**config.mk**
```make
export PLATFORM = sky130hd
export DESIGN_NAME = lsl_unit_flat
export DESIGN_NICKNAME = d
export VERILOG_FILES = /design/src/rtl/lsl_pkg.sv /design/src/rtl/lsl_unit_if.sv /design/src/rtl/lsl_core.sv /design/src/rtl/lsl_unit.sv /design/src/flat_wrapper.sv
export SDC_FILE = /design/constraint.sdc
export NUM_CORES = 1
export LEC_CHECK = 0
export ABC_AREA = 1
export CORE_ASPECT_RATIO = 2
export CORE_MARGIN = 4
export CORE_UTILIZATION = 35
export DETAILED_ROUTE_END_ITERATION = 7
export SLEW_MARGIN = 20
export SYNTH_ARGS = -nofsm -noshare
export SYNTH_HDL_FRONTEND = slang
export SYNTH_SLANG_ARGS = --single-unit
export TNS_END_PERCENT = 10
```
**constraint.sdc**
```tcl
create_clock -name clk -period 1.7 [get_ports clk]
set_input_delay 0.34 -clock clk [delete_from_list [all_inputs] [get_ports clk]]
set_output_delay 0.34 -clock clk [all_outputs]
set_load 0.05 [all_outputs]
```
**src/rtl/lsl_pkg.sv**
```systemverilog
// Shared constants and types for the logical-shift-left ALU slice.
// The optional overflow flag is enabled by defining LSL_OVF_FLAG_EN.
package lsl_pkg;

    localparam int LSL_DATA_W  = 32;
    localparam int LSL_SHAMT_W = 4;

    // Flag vector bit positions, ordered {N,Z,C,V}
    localparam int FLAG_N = 3;
    localparam int FLAG_Z = 2;
    localparam int FLAG_C = 1;
    localparam int FLAG_V = 0;

    typedef logic [3:0] flag_t;

endpackage

```
**src/rtl/lsl_unit_if.sv**
```systemverilog
// Request/response bundle between the execute stage and the shift slice.
// Handshake: in_valid qualifies In1/In2/Flag/S for one cycle; out_valid is a
// one-cycle pulse qualifying Result/New_Flag. There is no ready: the slice
// accepts one operation per cycle unconditionally.
interface lsl_unit_if
    import lsl_pkg::*;
#(
    parameter int DATA_W  = LSL_DATA_W,
    parameter int SHAMT_W = LSL_SHAMT_W
);

    logic               in_valid;
    logic [DATA_W-1:0]  In1;
    logic [SHAMT_W-1:0] In2;
    flag_t              Flag;
    logic               S;
    logic [DATA_W-1:0]  Result;
    flag_t              New_Flag;
    logic               out_valid;

    modport master (
        output in_valid, In1, In2, Flag, S,
        input  Result, New_Flag, out_valid
    );

    modport slave (
        input  in_valid, In1, In2, Flag, S,
        output Result, New_Flag, out_valid
    );

endinterface

```
**src/rtl/lsl_core.sv**
```systemverilog
// Combinational shift-left datapath: barrel shift, carry-out select and N/Z/C/V.
// LSL_OVF_FLAG_EN selects a computed signed-overflow V instead of passing V through.
module lsl_core
    import lsl_pkg::*;
#(
    parameter int DATA_W  = LSL_DATA_W,
    parameter int SHAMT_W = LSL_SHAMT_W
) (
    input  logic [DATA_W-1:0]  in1,
    input  logic [SHAMT_W-1:0] in2,
    input  flag_t              flag,
    input  logic               s,
    output logic [DATA_W-1:0]  result,
    output flag_t              new_flag
);

    logic [31:0]       sh;
    logic [DATA_W:0]   wide;
    logic              carry;
    logic              ovf;

    assign sh = 32'(in2);

    // Bit DATA_W of the one-bit-extended shift is exactly the last bit shifted
    // out for 1..DATA_W, and zero for larger amounts.
    always_comb begin
        wide   = {1'b0, in1} << sh;
        result = wide[DATA_W-1:0];
        carry  = (sh == 0) ? flag[FLAG_C] : wide[DATA_W];
    end

`ifdef LSL_OVF_FLAG_EN
    logic [2*DATA_W-1:0] wide_s;

    // Overflow when the sign-extended product no longer fits: every bit from
    // the new sign upward must still equal the original sign.
    always_comb begin
        wide_s = {{DATA_W{in1[DATA_W-1]}}, in1} << sh;
        if (sh >= 32'(DATA_W)) begin
            ovf = |in1;
        end else begin
            ovf = (wide_s[2*DATA_W-1:DATA_W-1] != {(DATA_W+1){in1[DATA_W-1]}});
        end
    end
`else
    assign ovf = flag[FLAG_V];
`endif

    always_comb begin
        new_flag = flag;
        if (s) begin
            new_flag[FLAG_N] = result[DATA_W-1];
            new_flag[FLAG_Z] = (result == '0);
            new_flag[FLAG_C] = carry;
            new_flag[FLAG_V] = ovf;
        end
    end

endmodule

```
**src/rtl/lsl_unit.sv**
```systemverilog
// Registered logical-shift-left slice: one-cycle latency, outputs hold when idle.
// Build option LSL_OVF_FLAG_EN enables the computed overflow flag in lsl_core.
module lsl_unit
    import lsl_pkg::*;
#(
    parameter int DATA_W  = LSL_DATA_W,
    parameter int SHAMT_W = LSL_SHAMT_W
) (
    input  logic       clk,
    input  logic       rst,
    lsl_unit_if.slave  bus
);

    logic [DATA_W-1:0] core_result;
    flag_t             core_flag;

    logic [DATA_W-1:0] result_q;
    flag_t             flag_q;
    logic              valid_q;

    lsl_core #(
        .DATA_W  (DATA_W),
        .SHAMT_W (SHAMT_W)
    ) u_core (
        .in1      (bus.In1),
        .in2      (bus.In2),
        .flag     (bus.Flag),
        .s        (bus.S),
        .result   (core_result),
        .new_flag (core_flag)
    );

    always_ff @(posedge clk) begin
        if (rst) begin
            result_q <= '0;
            flag_q   <= '0;
            valid_q  <= 1'b0;
        end else begin
            valid_q <= bus.in_valid;
            if (bus.in_valid) begin
                result_q <= core_result;
                flag_q   <= core_flag;
            end
        end
    end

    assign bus.Result    = result_q;
    assign bus.New_Flag  = flag_q;
    assign bus.out_valid = valid_q;

endmodule

```
**src/flat_wrapper.sv**
```systemverilog
// flat-port wrapper written by rule: the top's interface ports become plain ports
module lsl_unit_flat import lsl_pkg::*;
#(
    parameter int DATA_W  = LSL_DATA_W,
    parameter int SHAMT_W = LSL_SHAMT_W
)
  (clk, rst, bus_in_valid, bus_In1, bus_In2, bus_Flag, bus_S, bus_Result, bus_New_Flag, bus_out_valid);
  lsl_unit_if #(.DATA_W(DATA_W), .SHAMT_W(SHAMT_W)) bus_i ();
  input  logic clk;
  input  logic rst;
  input wire logic [$bits(bus_i.in_valid)-1:0] bus_in_valid;
  input wire logic [$bits(bus_i.In1)-1:0] bus_In1;
  input wire logic [$bits(bus_i.In2)-1:0] bus_In2;
  input wire logic [$bits(bus_i.Flag)-1:0] bus_Flag;
  input wire logic [$bits(bus_i.S)-1:0] bus_S;
  output wire logic [$bits(bus_i.Result)-1:0] bus_Result;
  output wire logic [$bits(bus_i.New_Flag)-1:0] bus_New_Flag;
  output wire logic [$bits(bus_i.out_valid)-1:0] bus_out_valid;
  assign bus_i.in_valid = bus_in_valid;
  assign bus_i.In1 = bus_In1;
  assign bus_i.In2 = bus_In2;
  assign bus_i.Flag = bus_Flag;
  assign bus_i.S = bus_S;
  assign bus_Result = bus_i.Result;
  assign bus_New_Flag = bus_i.New_Flag;
  assign bus_out_valid = bus_i.out_valid;
  lsl_unit #(.DATA_W(DATA_W), .SHAMT_W(SHAMT_W)) u_core (.clk(clk), .rst(rst), .bus(bus_i));
endmodule
```
==> results by group <==
Finish
  • Diodes inserted: 0
  • Layout area overhead: 65.96%
  • Finished Layout Cells: 716
  • Share of cells above drive strength 1: 39.19%
  • Storage cell area: 740.7 um^2
  • Multi-input logic area: ~2300 um^2
  • Nets@finish: ~660
  • Filler instances: about 800

Setup path
  • CP startpoint: bus_In1[16]
  • Worst Path Arrival: roughly 1.9 ns
  • Crit-path max FO: 2
  • RR Startpoint: u_core.bus.New_Flag[2]$_SDFFE_PP0P_
  • Crit path required time: 1.91 ns
  • Worst Setup End Kind: flip-flop
  • Worst setup SP type: input pin
  • CP Class: input pin to flip-flop

Floorplanning
  • Die footprint: 9813 um^2
  • Die Y: 136.2 um
  • Ports: 81
  • Die width: 72.08 um
  • Core box area: 7943 um^2
  • Site row count: 46
  • Initial Util: 36.18%

Timing
  • Least-Margin Pin Slew: 0.3653 ns
  • Clock Skews: 0 ns
  • Final setup viols: 0
  • RSZ-0062 raised after global routing: yes
  • Relative slew slack: 75.62%
  • Hold Vio Cnt, Final: 0
  • Fin crit period: 1.643 ns
  • Max-slew violations: 0
  • FMAX: between 0.6 and 0.7 GHz
  • Setup ws final: 0.05669 ns
  • Setup TNS: 0 ns
  • Final period util: 96.67%

Placement
  • Dpl hpwl: 8643 um
  • Pre-CTS setup slack: -0.6399 ns
  • Port Buf Inserts: 80
  • GP Congestion: 0.9696
  • DP Cell Count: roughly 700

Synth
  • Mapped Area: 2874 um^2
  • Yosys warns: 0
  • Mapped Cells: 494
  • Post-synthesis sequential area ratio: 25.77%
  • Yosys cell types: 28
  • Syn avg cell area: around 5.8 um^2
  • Post-Synthesis Net Count: 538
  • Synth Register Bits: 37

Clock tree
  • CTS clock-pin slew for the worst setup and hold paths: about 0.05 ns
  • # hold bufs at CTS: 0
  • Total clock sinks: 37
  • CTS tree: done
  • Worst skew pair latency: approximately 0.28 ns
  • Max Root-Sink Buffers: 2
  • Root buf cell: clkbuf_16
  • # H-tree levels: 2
  • Num CTS Buffers: 5

Pwr
  • VDD IR max: between 300 and 400 uV
  • Pwr Density: 682.3 nW/um^2
  • Pleak: 0.002376 uW

Global route
  • Initial antenna violation count: 0
  • Wire length of the first global-routing pass: around 17000 um
  • Vias in the first global route: 3543
  • GRT overflow: 0
  • Largest net degree at the start of global routing: 61
  • Total track usage: 22.25%

Detailed routing
  • First DRT Iteration DRCs: 194
  • Via density: 5.296
  • Routed vias: 3792
  • DRC viols: 0
  • Post-DRT Antenna Nets: 0
  • Routed wire length: 11220 um
  • Routed length per instance: 15.67 um
  • Drt first pass iters: 5

Hold path
  • Worst Min Path Start: u_core.bus.New_Flag[1]$_SDFFE_PP0P_
  • Hold WC Path Type: flip-flop to flip-flop

Flow run
  • MaxCap Viol Count: 0

Outcome
  • Outcome: complete, no violations
## cells in the mapped netlist
library cell | count | share of area (%)
nand3_2 | 2 | 0.70
clkbuf_1 | 15 | 2.0
nand2_2 | 11 | 2.4
inv_1 | 14 | 1.8
inv_2 | 2 | 0.26
o221ai_1 | 1 | 0.30
a21oi_1 | 27 | 4.7
o21ai_1 | 3 | 0.52
nand3_1 | 138 | 24
dfxtp_1 | 37 | 26
o21ai_2 | 2 | 0.61
buf_2 | 14 | 2.4
buf_6 | 5 | 2.0
buf_4 | 2 | 0.52
nor2_1 | 29 | 3.8
nand2_1 | 141 | 18
o211ai_1 | 1 | 0.26
o21ai_0 | 33 | 5.7
nand4_1 | 3 | 0.65
or2_1 | 1 | 0.22
clkinv_2 | 1 | 0.17
a21o_1 | 1 | 0.26
a31oi_1 | 5 | 1.1
inv_4 | 1 | 0.22
o31ai_1 | 1 | 0.26
clkinv_1 | 1 | 0.13
nor3_1 | 1 | 0.17
a21oi_2 | 2 | 0.61
## worst max-delay path, cell delays in order
cell	delay (ns)
clkdlybuf4s50_1	0.43
nand2_2	0.10
nand3_2	0.10
nand3_1	0.10
nand2_2	0.10
o21ai_2	0.17
nand2_1	0.07
nor2_1	0.08
nand2_1	0.08
nor2_1	0.10
nand2_1	0.08
a21oi_2	0.12
## kinds of logic (layout without fill, tap and decap cells)
kind of cell / count (synthesis) / after routing / share of synthesized area (%)
flip-flops: 37 / 37 / 25.77
AND/OR/NAND/NOR: 326 / 326 / 50.37
AO/OA/AOI/OAI: 76 / 76 / 14.37
buffers and inverters: 55 / 181 / 9.490
## state kept, by name, indices dropped and copies added (netlist names)
register	flops
u_core.bus.New_Flag	4
u_core.bus.Result	32
u_core.bus.out_valid	1
## timing repair
item                       4_1_cts  5_1_grt
gates resized for setup         23      114
setup endpoints to repair       27        2
buffers inserted                 0        3
cloned                           2        0
pin swaps                        0       19
## power breakdown
| part | internal [uW] | leakage, uW | total, uW | switching (uW) |
|---|---|---|---|---|
| clock | 537 | 0.0000706 | 870 | 332 |
| combinational | 574 | 0.00200 | 1420 | 844 |
| sequential | 933 | 0.000307 | 967 | 33.2 |
## cell type report
class	instances	area share [%]
clock inverters	2	0.2099
well taps	96	2.518
repair buffers	154	29.75
clock buffers	6	2.702
multi-input cells	402	47.61
flip-flops and latches	37	15.53
inverters	19	1.679
## stage by stage
stage	area, um^2	hold WS (ns)	total power (uW)	util [%]
2_1_floorplan	2874	0.4749	1711	-
4_1_cts	4344	0.4670	3163	54.69
6_report	4770	0.4675	3254	60.05
3_5_place_dp	4110	0.4585	2260	51.75
3_3_place_gp	4110	0.4556	2255	51.75
5_1_grt	4770	0.4752	3427	60.05
## layout by cell type, fill, tap and decap left out, drive strengths merged
cell type      instances
nand3                140
o211ai                 1
nor3                   1
inv                   17
nand4                  3
o31ai                  1
a31oi                  5
o221ai                 1
dlymetal6s2s          14
bufbuf                 1
dlygate4sd2            2
dfxtp                 37
o21ai                 38
nand2                152
clkdlybuf4s50         24
or2                    1
clkinv                 4
a21o                   1
nor2                  29
clkbuf                 9
a21oi                 29
buf                  110
## path summary, 6_finish.rpt
path	depth (start not counted)	slack, ns	end
setup / recovery	12	0.06	u_core.bus.New_Flag[2]$_SDFFE_PP0P_
hold / removal	2	0.47	u_core.bus.New_Flag[1]$_SDFFE_PP0P_
setup reg to reg	2	0.99	u_core.bus.New_Flag[2]$_SDFFE_PP0P_
hold reg to reg	2	0.47	u_core.bus.New_Flag[1]$_SDFFE_PP0P_
## metal layers
metal / vias up / routed length [um] / part of all wire [%] / GRT usage (%)
met2: 108 / 6376 / 57 / 42.44
met5: - / 0 / 0 / 0
met1: 1744 / 4064 / 36 / 25.05
met4: 0 / 351 / 3.1 / 8.682
li1: 1919 / - / - / -
met3: 21 / 427 / 3.8 / 0.8142
(Power assumes the default switching activity.)
